<file path="src/rtl/fnd_pkg.sv">
// rtl/fnd_pkg.sv - shared glyph table, segment bit map and scan states
package fnd_pkg;

  localparam int SEG_A  = 0;
  localparam int SEG_B  = 1;
  localparam int SEG_C  = 2;
  localparam int SEG_D  = 3;
  localparam int SEG_E  = 4;
  localparam int SEG_F  = 5;
  localparam int SEG_G  = 6;
  localparam int SEG_DP = 7;

  // Active-high encoding; polarity is applied at the pins.
  localparam logic [7:0] SEG_OFF = 8'h00;

  typedef enum logic [1:0] {IDLE, BLANK, SHOW} scan_state_e;

  function automatic logic [6:0] glyph(input logic [3:0] nib);
    logic [6:0] g;
    case (nib)
      4'h0: g = 7'h3F;
      4'h1: g = 7'h06;
      4'h2: g = 7'h5B;
      4'h3: g = 7'h4F;
      4'h4: g = 7'h66;
      4'h5: g = 7'h6D;
      4'h6: g = 7'h7D;
      4'h7: g = 7'h07;
      4'h8: g = 7'h7F;
      4'h9: g = 7'h6F;
      4'hA: g = 7'h77;
      4'hB: g = 7'h7C;
      4'hC: g = 7'h39;
      4'hD: g = 7'h5E;
      4'hE: g = 7'h79;
      4'hF: g = 7'h71;
    endcase
    return g;
  endfunction

endpackage

</file>
<file path="src/rtl/fnd_hex_glyph.sv">
// rtl/fnd_hex_glyph.sv - nibble, decimal point and blank to one segment word
module fnd_hex_glyph
  import fnd_pkg::*;
#(
  parameter bit ACTIVE_LOW = 1'b1
) (
  input  logic [3:0] nibble,
  input  logic       dp,
  input  logic       blank,
  output logic [7:0] seg
);

  logic [7:0] seg_hi;

  always_comb begin
    seg_hi = SEG_OFF;
    if (!blank) begin
      seg_hi[SEG_G:SEG_A] = glyph(nibble);
      seg_hi[SEG_DP]      = dp;
    end
    seg = ACTIVE_LOW ? ~seg_hi : seg_hi;
  end

endmodule

</file>
<file path="src/rtl/wm_fnd_scan.sv">
// rtl/wm_fnd_scan.sv - multi-digit time-multiplexed 7-segment scan controller
module wm_fnd_scan
  import fnd_pkg::*;
#(
  parameter int NUM_DIGITS     = 4,
  parameter int CLK_HZ         = 48000000,
  parameter int SCAN_HZ        = 1000,
  parameter int BLANK_CYCLES   = 48,
  parameter bit SEG_ACTIVE_LOW = 1'b1,
  parameter bit DIG_ACTIVE_LOW = 1'b1
) (
  input  logic                    clk,
  input  logic                    rst,
  input  logic                    en,
  input  logic                    load,
  input  logic [4*NUM_DIGITS-1:0] digit_data,
  input  logic [NUM_DIGITS-1:0]   digit_off,
  input  logic [NUM_DIGITS-1:0]   dp,
  input  logic                    lz_blank,
  output logic [7:0]              seg_data,
  output logic [NUM_DIGITS-1:0]   dig_sel,
  output logic                    frame_done
);

  localparam int DIV = CLK_HZ / SCAN_HZ;
  localparam int TW  = (DIV > 1) ? $clog2(DIV) : 1;
  localparam int IW  = (NUM_DIGITS > 1) ? $clog2(NUM_DIGITS) : 1;
  localparam logic [TW-1:0] T_LAST  = TW'(DIV - 1);
  localparam logic [TW-1:0] T_BLANK = TW'(BLANK_CYCLES);
  localparam logic [IW-1:0] I_LAST  = IW'(NUM_DIGITS - 1);
  localparam logic [7:0] SEG_IDLE = SEG_ACTIVE_LOW ? ~SEG_OFF : SEG_OFF;
  localparam logic [NUM_DIGITS-1:0] DIG_IDLE = DIG_ACTIVE_LOW ? '1 : '0;

  if (DIV < BLANK_CYCLES + 1) begin : g_bad_div
    $error("wm_fnd_scan: slot shorter than dead time");
  end

  scan_state_e           state, state_nx;
  logic [TW-1:0]         timer, timer_nx;
  logic [IW-1:0]         idx, idx_nx;
  logic [4*NUM_DIGITS-1:0] sh_data, act_data;
  logic [NUM_DIGITS-1:0] sh_off, act_off, sh_dp, act_dp, dig_hot;
  logic                  sh_lz, act_lz, pending, boundary;
  logic [3:0]            cur_nib;
  logic                  cur_dp, cur_off, lz_hit;
  logic [7:0]            seg_word;

  always_comb begin
    state_nx = state;
    timer_nx = timer;
    idx_nx   = idx;
    if (!en) begin
      state_nx = IDLE;
      timer_nx = '0;
      idx_nx   = '0;
    end else if (state == IDLE) begin
      state_nx = BLANK;
      timer_nx = '0;
      idx_nx   = '0;
    end else begin
      if (timer == T_LAST) begin
        timer_nx = '0;
        idx_nx   = (idx == I_LAST) ? '0 : idx + IW'(1);
      end else begin
        timer_nx = timer + TW'(1);
      end
      state_nx = (timer_nx < T_BLANK) ? BLANK : SHOW;
    end
  end

  assign boundary = (state != IDLE) && (timer == T_LAST) && (idx == I_LAST);

  // Leading-zero hit: every nibble at or above the current digit is zero.
  always_comb begin
    cur_nib = '0;
    cur_dp  = 1'b0;
    cur_off = 1'b0;
    dig_hot = '0;
    lz_hit  = act_lz && (idx != '0);
    for (int i = 0; i < NUM_DIGITS; i++) begin
      if (IW'(i) == idx) begin
        cur_nib    = act_data[4*i +: 4];
        cur_dp     = act_dp[i];
        cur_off    = act_off[i];
        dig_hot[i] = 1'b1;
      end
      if (IW'(i) >= idx && act_data[4*i +: 4] != 4'h0) lz_hit = 1'b0;
    end
  end

  fnd_hex_glyph #(.ACTIVE_LOW(SEG_ACTIVE_LOW)) u_glyph (
    .nibble (cur_nib),
    .dp     (cur_dp),
    .blank  (cur_off | lz_hit),
    .seg    (seg_word)
  );

  always_ff @(posedge clk) begin
    if (rst) begin
      state      <= IDLE;
      timer      <= '0;
      idx        <= '0;
      seg_data   <= SEG_IDLE;
      dig_sel    <= DIG_IDLE;
      frame_done <= 1'b0;
      sh_data    <= '0;
      sh_off     <= '1;
      sh_dp      <= '0;
      sh_lz      <= 1'b0;
      act_data   <= '0;
      act_off    <= '1;
      act_dp     <= '0;
      act_lz     <= 1'b0;
      pending    <= 1'b0;
    end else begin
      state <= state_nx;
      timer <= timer_nx;
      idx   <= idx_nx;
      if (en && state == SHOW) begin
        seg_data <= seg_word;
        dig_sel  <= DIG_ACTIVE_LOW ? ~dig_hot : dig_hot;
      end else begin
        seg_data <= SEG_IDLE;
        dig_sel  <= DIG_IDLE;
      end
      frame_done <= boundary && (pending || load);
      if (load) begin
        sh_data <= digit_data;
        sh_off  <= digit_off;
        sh_dp   <= dp;
        sh_lz   <= lz_blank;
      end
      // Idle or frame-boundary loads bypass the shadow so nothing waits a frame.
      if (load && (state == IDLE || boundary)) begin
        act_data <= digit_data;
        act_off  <= digit_off;
        act_dp   <= dp;
        act_lz   <= lz_blank;
        pending  <= 1'b0;
      end else if (load) begin
        pending <= 1'b1;
      end else if (boundary && pending) begin
        act_data <= sh_data;
        act_off  <= sh_off;
        act_dp   <= sh_dp;
        act_lz   <= sh_lz;
        pending  <= 1'b0;
      end
    end
  end

endmodule
</file>
<file path="config.mk">
export PLATFORM = sky130hd
export DESIGN_NAME = wm_fnd_scan
export DESIGN_NICKNAME = d
export VERILOG_FILES = /design/src/rtl/fnd_pkg.sv /design/src/rtl/fnd_hex_glyph.sv /design/src/rtl/wm_fnd_scan.sv
export SDC_FILE = /design/constraint.sdc
export NUM_CORES = 1
export LEC_CHECK = 0
export CAP_MARGIN = 5
export CORE_MARGIN = 5
export CORE_UTILIZATION = 51
export DETAILED_ROUTE_END_ITERATION = 6
export PLACE_DENSITY = 0.76
export SLEW_MARGIN = 40
export SYNTH_ARGS = -nofsm -noshare
export SYNTH_HDL_FRONTEND = slang
export SYNTH_SLANG_ARGS = --single-unit
</file>
<file path="constraint.sdc">
create_clock -name clk -period 2.72 [get_ports clk]
set_input_delay 0.544 -clock clk [delete_from_list [all_inputs] [get_ports clk]]
set_output_delay 0.544 -clock clk [all_outputs]
set_load 0.01 [all_outputs]
</file>
==> Yosys cells after proc, flatten, opt, wreduce, memory -nomap -nowiden <==
Memory sizes are Yosys's and may differ from the RTL's.
Index checks and enable logic that the tools add are counted.
{ "word_totals": {"register_bits": 84, "rom_bits": 112, "wordCells": 105, "memories": 1} }
{ "classes": {"n_addsub": 2, "magnitude_cmp": 5, "n_eq_ne": 7, "n_mux": 41, "n_bitwise": 5, "reduce_logical": 28} }
{ "memory_table": {"columns": ["memory", "depth", "width", "rd", "rd_ports_with_merged_regs", "wr", "line", "source"], "rows": [
  ["(name not given)", 16, 7, 1, 0, 0, "fnd_pkg.sv:20", "case (nib)"]
]} }
{ "op_table": {"columns": ["op", "count"], "rows": [
  ["16-bit two-way mux", 6],
  ["4-bit two-way mux", 10],
  ["1-bit two-way mux", 22],
  ["16-bit by 1-bit adder with 16-bit output (second input constant)", 1],
  ["16-bit == test (second input constant)", 1],
  ["16-bit by 6-bit < comparator with 1-bit output (second input constant)", 1],
  ["4-bit nonzero test", 4],
  ["1-bit logical AND", 11],
  ["8-bit two-way mux", 1],
  ["8-bit inverter", 1],
  ["2-bit nonzero test", 4],
  ["2-bit OR reduction", 3],
  ["2-bit == test (first input constant)", 2],
  ["2-bit == test (second input constant)", 2],
  ["1-bit by 2-bit >= comparator with 1-bit output (first input constant)", 2],
  ["2-bit >= comparator (first input constant)", 2],
  ["2-bit zero test", 2],
  ["2-bit two-way mux", 2],
  ["4-bit inverter", 1],
  ["3-bit OR reduction", 1],
  ["2-bit by 1-bit adder with 2-bit output (second input constant)", 1],
  ["1-bit by 2-bit == test with 1-bit output (first input constant)", 1],
  ["1-bit logical OR", 2],
  ["2-bit by 1-bit != test with 1-bit output (second input constant)", 1],
  ["3 further kinds", 4]
]} }

==> Longest topological paths before layout <==
Gate-level depths: netlist of the first run.
{ "logic_depth": {"word_depth": 9, "mapped_depth": 12, "ltp_nobuf": 11} }

==> Modules after synthesis <==
Synthesis of the first run repeated with hierarchy kept, for this count alone.
{ "unflattened": {"cells_unflattened": 450, "hier_area_um2": 4072.7} }
{ "by_module_without_submodules": {"columns": ["module", "instances", "cells_per_inst", "area_each_um2", "seq_area_each_um2"], "rows": [
  ["wm_fnd_scan", 1, 416, 3807.4, 1681.6],
  ["fnd_hex_glyph", 1, 34, 265.3, 0.0]
]} }

==> Worst setup path after synthesis of the first run <==
OpenSTA, ideal clock, no wires.
{ "synth_path": {"kind": "reg-to-reg", "startpoint": "reg idx[1]", "endpoint": "reg seg_data[3]", "setup_time_ps": 131, "arrival_time_ps": 2486, "path_slack_ps": 103, "path_stages_with_launch": 12, "n_path_buf": 1, "cell_sequence": "dfxtp_1 inv_1 ha_1 clkbuf_1 and3b_1 a21oi_1 o21ai_0 mux2i_1 inv_1 ha_1 mux4_2 nand2b_1"} }
{ "synth_between": {"elab_chain_cells": 9, "elab_cells_between_ends": 30} }
{ "synth_rtl": {"columns": ["element", "line", "source"], "rows": [
  ["start: declaration", "wm_fnd_scan.sv:40", "logic [IW-1:0] idx, idx_nx;"],
  ["start signal: assignment", "wm_fnd_scan.sv:118", "idx <= idx_nx;"],
  ["parallel branches: the longest is 7 deep, another holds memory read 16 x 7 bit", null, null],
  ["8-bit two-way mux (*)", "fnd_hex_glyph.sv:17", "if (!blank) begin"],
  ["8-bit inverter (*)", "fnd_hex_glyph.sv:21", "seg = ACTIVE_LOW ? ~seg_hi : seg_hi;"],
  ["end signal: assignment", "wm_fnd_scan.sv:120", "seg_data <= seg_word;"],
  ["end: declaration", "wm_fnd_scan.sv:20", "output logic [7:0] seg_data,"]
]} }
Mark *: on every way between the ends.
A chain may end at the register's enable or synchronous reset.

==> Final worst setup path of the first run <==
{ "layout_path": {"startpoint": "reg idx[0]", "endpoint": "reg seg_data[3]"} }
The elaborated chain is that of the path after synthesis.

==> results of run 1 <==
-- final cells by class --
type                       count  area (sq um)  share of cell area (%)
clock buffer                  11           151                    3.15
clock inverter                 2          60.1                    1.25
inverter                      12          45.0                   0.937
multi-input combinational    302          2190                    45.5
sequential                    84          1680                    35.0
tap                          102           128                    2.66
timing repair buffer          59           553                    11.5
-- cells in the final DEF, fill, tap and decap left out, types with 2 or more instances in the layout --
cell,count
nor3_1,4
nand3b_1,3
nand3_1,10
clkbuf_8,11
nor3b_1,2
a31oi_1,2
nand4_1,3
mux2i_2,2
mux2_1,4
dfxtp_1,84
xnor2_1,11
nor2b_1,5
xor2_1,5
bufinv_16,2
and3_1,3
nor4_1,6
nand2b_1,8
a211o_1,4
a22oi_1,2
buf_4,17
a21oi_1,17
clkdlybuf4s50_1,40
o211ai_1,2
nor2_1,71
or2_2,2
o21ai_0,9
mux2_2,21
or3_4,2
mux2i_1,50
a211oi_1,4
nand2_1,16
inv_1,12
o221ai_1,3
ha_1,11
and3b_1,2
-- worst min-delay path, delay by kind of cell, from the launching register on --
family,cells,cell delay [ns]
and+or+nand+nor,1,0.07
DFF,1,0.33
muxes,1,0.06
-- how the worst max path moves through the flow --
| stage | to | startpoint | depth (start not counted) | slack [ns] |
|---|---|---|---|---|
| 2_1_floorplan | seg_data[3]$_SDFF_PP1_ | idx[1]$_SDFFE_PP0N_ | 11 | 0.10 |
| 3_3_place_gp | seg_data[3]$_SDFF_PP1_ | idx[1]$_SDFFE_PP0N_ | 10 | 0.15 |
| 3_5_place_dp | seg_data[3]$_SDFF_PP1_ | idx[1]$_SDFFE_PP0N_ | 10 | -0.0006 |
| 4_1_cts | seg_data[3]$_SDFF_PP1_ | idx[1]$_SDFFE_PP0N_ | 10 | 0.02 |
| 5_1_grt | seg_data[3]$_SDFF_PP1_ | idx[0]$_SDFFE_PP0N_ | 10 | -0.02 |
| 6_report | seg_data[3]$_SDFF_PP1_ | idx[0]$_SDFFE_PP0N_ | 10 | 0.11 |
-- cell families after synthesis --
| logic type | count (synthesis) | synth area share [%] |
|---|---|---|
| compound gates | 51 | 8.23 |
| xor+xnor | 16 | 3.44 |
| fa+ha+maj | 12 | 3.69 |
| buf+inv | 38 | 5.50 |
| flops | 84 | 41.3 |
| mux | 78 | 20.2 |
| simple gates | 145 | 17.6 |
-- registers in the layout, indices dropped and copies added (netlist names) --
name,flops
act_data,16
dig_sel,4
idx,2
act_dp,4
timer,16
state,2
act_lz,1
sh_off,4
sh_data,16
frame_done,1
act_off,4
sh_dp,4
sh_lz,1
seg_data,8
pending,1
-- power by group through the flow --
stage	sequential [uW]	combinational [uW]	clock [uW]
floorplan	1320	172	0
global placement	1330	236	0
detailed placement	1330	244	0
CTS	1310	246	981
global route	1310	276	1030
finish	1310	251	967
-- through the flow --
step                hold WS, ns  setup TNS, ns  cell area [sq um]  instances
floorplan                 0.449              0               4070        424
global placement          0.466              0               4560        556
detailed placement        0.479      -0.000579               4560        556
CTS                       0.497              0               4780        569
global route              0.519        -0.0233               4800        572
finish                    0.491              0               4800        572
-- metal layers --
layer,vias up,global-route usage [%],share of wire [%]
met3,15,3.23,3.9
met4,0,8.19,2.0
li1,1550,-,-
met2,66,29.7,48
met5,-,0,0
met1,1449,21.5,46
-- repair_timing --
| action | in CTS | in global routing |
|---|---|---|
| resized for setup | 1 | 2 |
| endpoints found under the setup margin | 1 | 1 |
| setup buffers | 0 | 3 |
| endpoints found under the hold margin | 0 | 0 |
==> metrics.csv, run 1 <==
stage;metric;value;unit
status;status;complete, no violations;
finish;Diodes inserted;0;
routing;Vias;3080;
setup_path;Req. time, crit path;2.95;ns
clock_tree;Hold Buf Count CTS;0;
setup_path;CP Cell Sequence;inv_1 -> ha_1 -> and3b_1 -> a21oi_1 -> o21ai_0 -> mux2i_2 -> inv_1 -> ha_1 -> mux4_2 -> nand2b_1;
floorplanning;Boundary Pins;42;
timing;Setup-failing EPs final;0;
hold_path;min-delay worst type;reg -> reg;
power;Cell Pwr Density;525;nW/um^2
clock_tree;TritonCTS buffer count;9;
routing;TritonRoute pass-1 iters;4;
yosys;Unique masters post-synth;53;
grt;grt ovf;0;
timing;fin crit period;2.61;ns
grt;pin count of the biggest net entering global routing;52;
power;sw frac;22.2;%
yosys;Post-synth EDFFs;0;
clock_tree;clk buf depth;2;
setup_path;reg-to-reg endpoint;seg_data[3]$_SDFF_PP1_;
grt;vias in the first global route;3090;
yosys;Yosys top cell area share;41.3;%
routing;vias per cell;5.38;
routing;DRT antenna net count;0;
clock_tree;CTS tree;done;
setup_path;Worst Path Buf+Inv;2;
finish;Area growth syn-to-layout;17.9;%
routing;per-cell routed wire length;14.4;microns
power;clock network fraction of total power;38.3;%
setup_path;crit path DAT;2.84;ns
yosys;synthesized flop and latch total;84;
floorplanning;Die W;99.4;microns
grt;Tot GR Track Use;17.5;%
setup_path;R2R setup slack;0.11;ns
finish;fin nets;509;
yosys;Gate Count Post-Synth;424;
clock_tree;H-tree depth;3;
timing;Period Utilization, post-route;95.8;%
grt;global-route wire length before repair;14200;microns
clock_tree;Reg clk slew, reported paths;0.08;ns
job;Max Cap Viol;0;
yosys;Area contributors post-synth;dfxtp_1 41%, mux2i_1 13%, nor2_1 6.5%;
yosys;Syn Nets;465;
clock_tree;CTS sink count;84;
yosys;synthesized area;4070;sq um
finish;share of layout cells above drive strength 1;14.0;%
power;Combinational Power Share;9.9;%
yosys;Top FF cell, synth;dfxtp_1;
floorplanning;Core Area;7770;sq um
finish;Layout Utilization;61.9;%
timing;Fin. Hold Viols;0;
placed_design;detailed placement HPWL;5870;microns
timing;Slew @ Worst Pin;0.544;ns
setup_path;Top delay family on crit path;multiplexers;
timing;Final Slew Violations;0;
finish;fill cell count;652;
routing;total routed wirelength;8260;microns
hold_path;hold depth;2;
timing;clk_skew;0.00625;ns
yosys;Avg Inst Size Synth;9.61;sq um
power;Power Total;2520;uW
grt;initial antenna violation count;0;
setup_path;RR Startpoint;idx[0]$_SDFFE_PP0N_;
placed_design;gpl congestion;0.835;
yosys;YS warnings;0;
power;Lkg Pwr;0.00192;uW
timing;Worst slew margin;63.7;%
routing;Iter 0 DRT Violations;117;
timing;Final WS setup;0.114;ns
hold_path;Hold Path Origin;sh_data[13]$_SDFFE_PP0P_;
floorplanning;Die Area;9880;sq um
yosys;sequential element share of the synthesized area;41.3;%
yosys;ys async rst share;0;%
yosys;top cell type by total area after synthesis;dfxtp_1;
clock_tree;root buf cell;clkbuf_8;
hold_path;Worst Hold Endpoint;sh_data[13]$_SDFFE_PP0P_;
setup_path;R2R depth;10;
clock_tree;Skew-Pair Late Insertion Delay;0.35;ns
placed_design;pre-CTS setup slack;-0.000579;ns
power;Sw Pwr;560;uW
yosys;Post-synth top cells;84 x dfxtp_1, 71 x nor2_1, 52 x mux2i_1;
floorplanning;die height;99.4;microns
setup_path;Crit Path Max Fanout;5;
placed_design;IO buf count;41;
routing;drc violations;0;
floorplanning;num rows;32;
setup_path;Setup Crit Path Kind;reg -> reg;
floorplanning;Starting Density;52.4;%
power;cell internal pwr;1960;uW
timing;Peak Freq;384;MHz
setup_path;Worst setup EP type;flip-flop;
setup_path;delay of the slowest critical-path stage;0.46;ns
setup_path;Worst setup SP type;flip-flop;
setup_path;Critical-path top delay cell;mux4_2;
power;register share of total power;51.8;%
yosys;most frequent cell after synthesis;dfxtp_1;
power;Max rail drop VDD;0.000230;V
Note: power is estimated with default switching activity, not from simulation.
==> run 2, diff against run 1 <==
--- a/config.mk
+++ b/config.mk
@@ -14,3 +14,4 @@
 export SYNTH_ARGS = -nofsm -noshare
 export SYNTH_HDL_FRONTEND = slang
 export SYNTH_SLANG_ARGS = --single-unit
+export TNS_END_PERCENT = 1
==> results of run 2 <==
No change in the layout: final DEF, timing and power equal those of run 1.
==> run 3, diff against run 2 <==
--- a/config.mk
+++ b/config.mk
@@ -9,9 +9,10 @@
 export CORE_MARGIN = 5
 export CORE_UTILIZATION = 51
 export DETAILED_ROUTE_END_ITERATION = 6
-export PLACE_DENSITY = 0.76
-export SLEW_MARGIN = 40
+export PLACE_DENSITY_LB_ADDON = 0.08
+export SLEW_MARGIN = 20
 export SYNTH_ARGS = -nofsm -noshare
 export SYNTH_HDL_FRONTEND = slang
+export SYNTH_HIERARCHICAL = 1
 export SYNTH_SLANG_ARGS = --single-unit
 export TNS_END_PERCENT = 1
==> run 3 against run 2 <==
  * Global-route usage rose by 0.73 points
  * Die area barely moved
  * Clock power rose by 9.6%
  * Combinational power barely moved
  * Area after synthesis barely moved
  * Synthesized cell count rose by 6.1%
  * Total power rose by 4.4%
  * Critical path depth rose by 3
  * Clock skew rose by 0.011 ns
  * Register-to-register slack improved by 0.10 ns
  * Cell area fell by 0.76%
==> metrics.csv, run 3 <==
stage;metric;value;unit
status;status;complete, no violations;
setup_path;Critical Path Sink;seg_data[6]$_SDFF_PP1_;
timing;clk_skew;0.0173;ns
yosys;Post-synth EDFFs;0;
timing;Worst slew margin;46.0;%
finish;Largest regs;act_data (16), sh_data (16), timer (16);
yosys;Syn Nets;491;
clock_tree;TritonCTS buffer count;9;
hold_path;hold depth;2;
power;Power Total;2640;uW
clock_tree;CTS sink count;84;
power;Lkg Pwr;0.00179;uW
yosys;sequential element share of the synthesized area;41.3;%
setup_path;Crit Path Max Fanout;8;
yosys;Post-synth top cells;84 x dfxtp_1, 76 x nor2_1, 48 x mux2i_1;
finish;commonest non-fill, non-tap cells in the layout;82 x dfxtp_1, 76 x nor2_1, 48 x mux2i_1, 40 x clkdlybuf4s50_1;
timing;Final Slew Violations;0;
floorplanning;Boundary Pins;42;
setup_path;Worst setup SP type;flip-flop;
floorplanning;num rows;32;
timing;Period Utilization, post-route;92.1;%
placed_design;IO buf count;41;
timing;Peak Freq;399;MHz
floorplanning;Starting Density;52.4;%
setup_path;Setup Crit Path Kind;reg -> reg;
placed_design;gpl congestion;0.836;
setup_path;reg-to-reg endpoint;seg_data[6]$_SDFF_PP1_;
yosys;synthesized flop and latch total;84;
finish;fin nets;523;
routing;drc violations;0;
clock_tree;Hold Buf Count CTS;0;
hold_path;min-delay worst type;reg -> reg;
yosys;top cell type by total area after synthesis;dfxtp_1;
grt;grt ovf;0;
yosys;most frequent cell after synthesis;dfxtp_1;
setup_path;Worst setup EP type;flip-flop;
placed_design;detailed placement HPWL;6120;microns
clock_tree;Reg clk slew, reported paths;0.08;ns
setup_path;R2R depth;13;
timing;Setup TNS;0;ns
job;Max Cap Viol;0;
grt;Tot GR Track Use;18.3;%
timing;RSZ-0062 raised after global routing;no;
routing;DRT antenna net count;0;
setup_path;crit path launch;idx[1]$_SDFFE_PP0N_;
yosys;Yosys top cell area share;41.3;%
routing;TritonRoute pass-1 iters;5;
timing;Setup-failing EPs final;0;
finish;Diodes inserted;0;
yosys;synthesized area;4070;sq um
timing;WHS;0.494;ns
yosys;Unique masters post-synth;56;
placed_design;post-place instance area;4520;sq um
yosys;Top FF cell, synth;dfxtp_1;
finish;final instance area;4770;sq um
yosys;ys async rst share;0;%
clock_tree;H-tree depth;3;
finish;Area growth syn-to-layout;17.1;%
yosys;Area contributors post-synth;dfxtp_1 41%, mux2i_1 12%, nor2_1 7.0%;
clock_tree;# Post-CTS Setup Buffers;0;
timing;Fin. Hold Viols;0;
finish;share of layout cells above drive strength 1;9.03;%
grt;pin count of the biggest net entering global routing;53;
routing;per-cell routed wire length;14.9;microns
yosys;YS warnings;6;
setup_path;RR Startpoint;idx[1]$_SDFFE_PP0N_;
setup_path;R2R setup slack;0.22;ns
routing;Iter 0 DRT Violations;159;
grt;initial antenna violation count;0;
clock_tree;CTS tree;done;
clock_tree;clk buf depth;2;
grt;vias in the first global route;3052;
routing;vias per cell;5.55;
timing;Slew @ Worst Pin;0.801;ns
floorplanning;die height;99.4;microns
yosys;Avg Inst Size Synth;9.05;sq um
floorplanning;Die Area;9870;sq um
timing;fin crit period;2.50;ns
clock_tree;Skew-Pair Late Insertion Delay;0.36;ns
setup_path;Req. time, crit path;2.96;ns
routing;total routed wirelength;8760;microns
routing;Vias;3271;
clock_tree;root buf cell;clkbuf_8;
power;Cell Pwr Density;553;nW/um^2
floorplanning;Die W;99.4;microns
yosys;Gate Count Post-Synth;450;
finish;most common cell after layout, fill and taps aside;dfxtp_1;
finish;Layout Utilization;61.4;%
floorplanning;Core Area;7770;sq um
grt;global-route wire length before repair;14700;microns
setup_path;crit path DAT;2.75;ns
power;Max rail drop VDD;0.000277;V
## run 3: cell count changes after synthesis, sizes merged, moves of 7 or more
cell	before	now
nand2	17	24
mux2	25	1
a211oi	5	22
clkbuf	11	19
a21oi	17	24
## run 3: through the flow
| step | worst slack (ns) | cells |
|---|---|---|
| after global routing | 0.0501 | 589 |
| after global placement | 0.205 | 573 |
| after floorplan | 0.0295 | 450 |
| final | 0.216 | 589 |
| after CTS | 0.106 | 589 |
| after detailed placement | 0.126 | 573 |
## run 3: power by group
part           internal (uW)  switching [uW]
Combinational            126             126
Clock                    612             452
Sequential              1280            37.8
Total                   2020             616
## run 3: cell type report
type	count	area [sq um]
inverter	8	30.0
tap	102	128
sequential	84	1680
fill	682	3000
multi-input combinational	327	2200
clock inverter	6	113
clock buffer	10	128
timing repair buffer	52	488
## run 3: repair_timing
item / CTS / global route
endpoints found under the hold margin: 0 / 0
resized for setup: 0 / 5
endpoints found under the setup margin: 0 / 6
## run 3: metal layers
metal	vias to the layer above	track usage [%]	share of wire (%)
li1	1652	-	-
met1	1523	24.5	49
met2	82	28.7	45
met3	14	3.23	4.5
met4	0	8.30	2.0
met5	-	0	0
## run 3: worst min path at each step
stage                                       start                       to  slack (ns)
after global routing          timer[0]$_SDFF_PP0_      timer[0]$_SDFF_PP0_        0.53
after CTS                     timer[0]$_SDFF_PP0_      timer[0]$_SDFF_PP0_        0.50
after floorplan               timer[0]$_SDFF_PP0_      timer[0]$_SDFF_PP0_        0.43
final                         idx[1]$_SDFFE_PP0N_      idx[1]$_SDFFE_PP0N_        0.49
after global placement        timer[0]$_SDFF_PP0_      timer[0]$_SDFF_PP0_        0.44
after detailed placement  sh_data[5]$_SDFFE_PP0P_  sh_data[5]$_SDFFE_PP0P_        0.49
## run 3: cells by family (layout without fill, tap and decap cells)
group | Yosys count | count (layout) | share of synthesized area (%)
xor gates and xnor gates | 14 | 14 | 3.01
DFF | 84 | 84 | 41.3
AOI/OAI and AO/OA | 83 | 83 | 13.3
adders and majority gates | 12 | 12 | 3.69
buffers and inverters | 39 | 76 | 5.13
muxes | 49 | 49 | 12.2
and+or+nand+nor | 169 | 169 | 21.4
## run 3: critical path, cell delays in order, from the launching register on
cell      delay (ns)
dfxtp_2         0.35
inv_1           0.10
ha_2            0.27
nand2_1         0.08
nor2_1          0.08
a21oi_1         0.04
nor2_1          0.09
a21oi_1         0.05
o21ai_0         0.24
inv_1           0.15
ha_1            0.24
mux2_4          0.26
a221o_1         0.33
nand2b_1        0.13
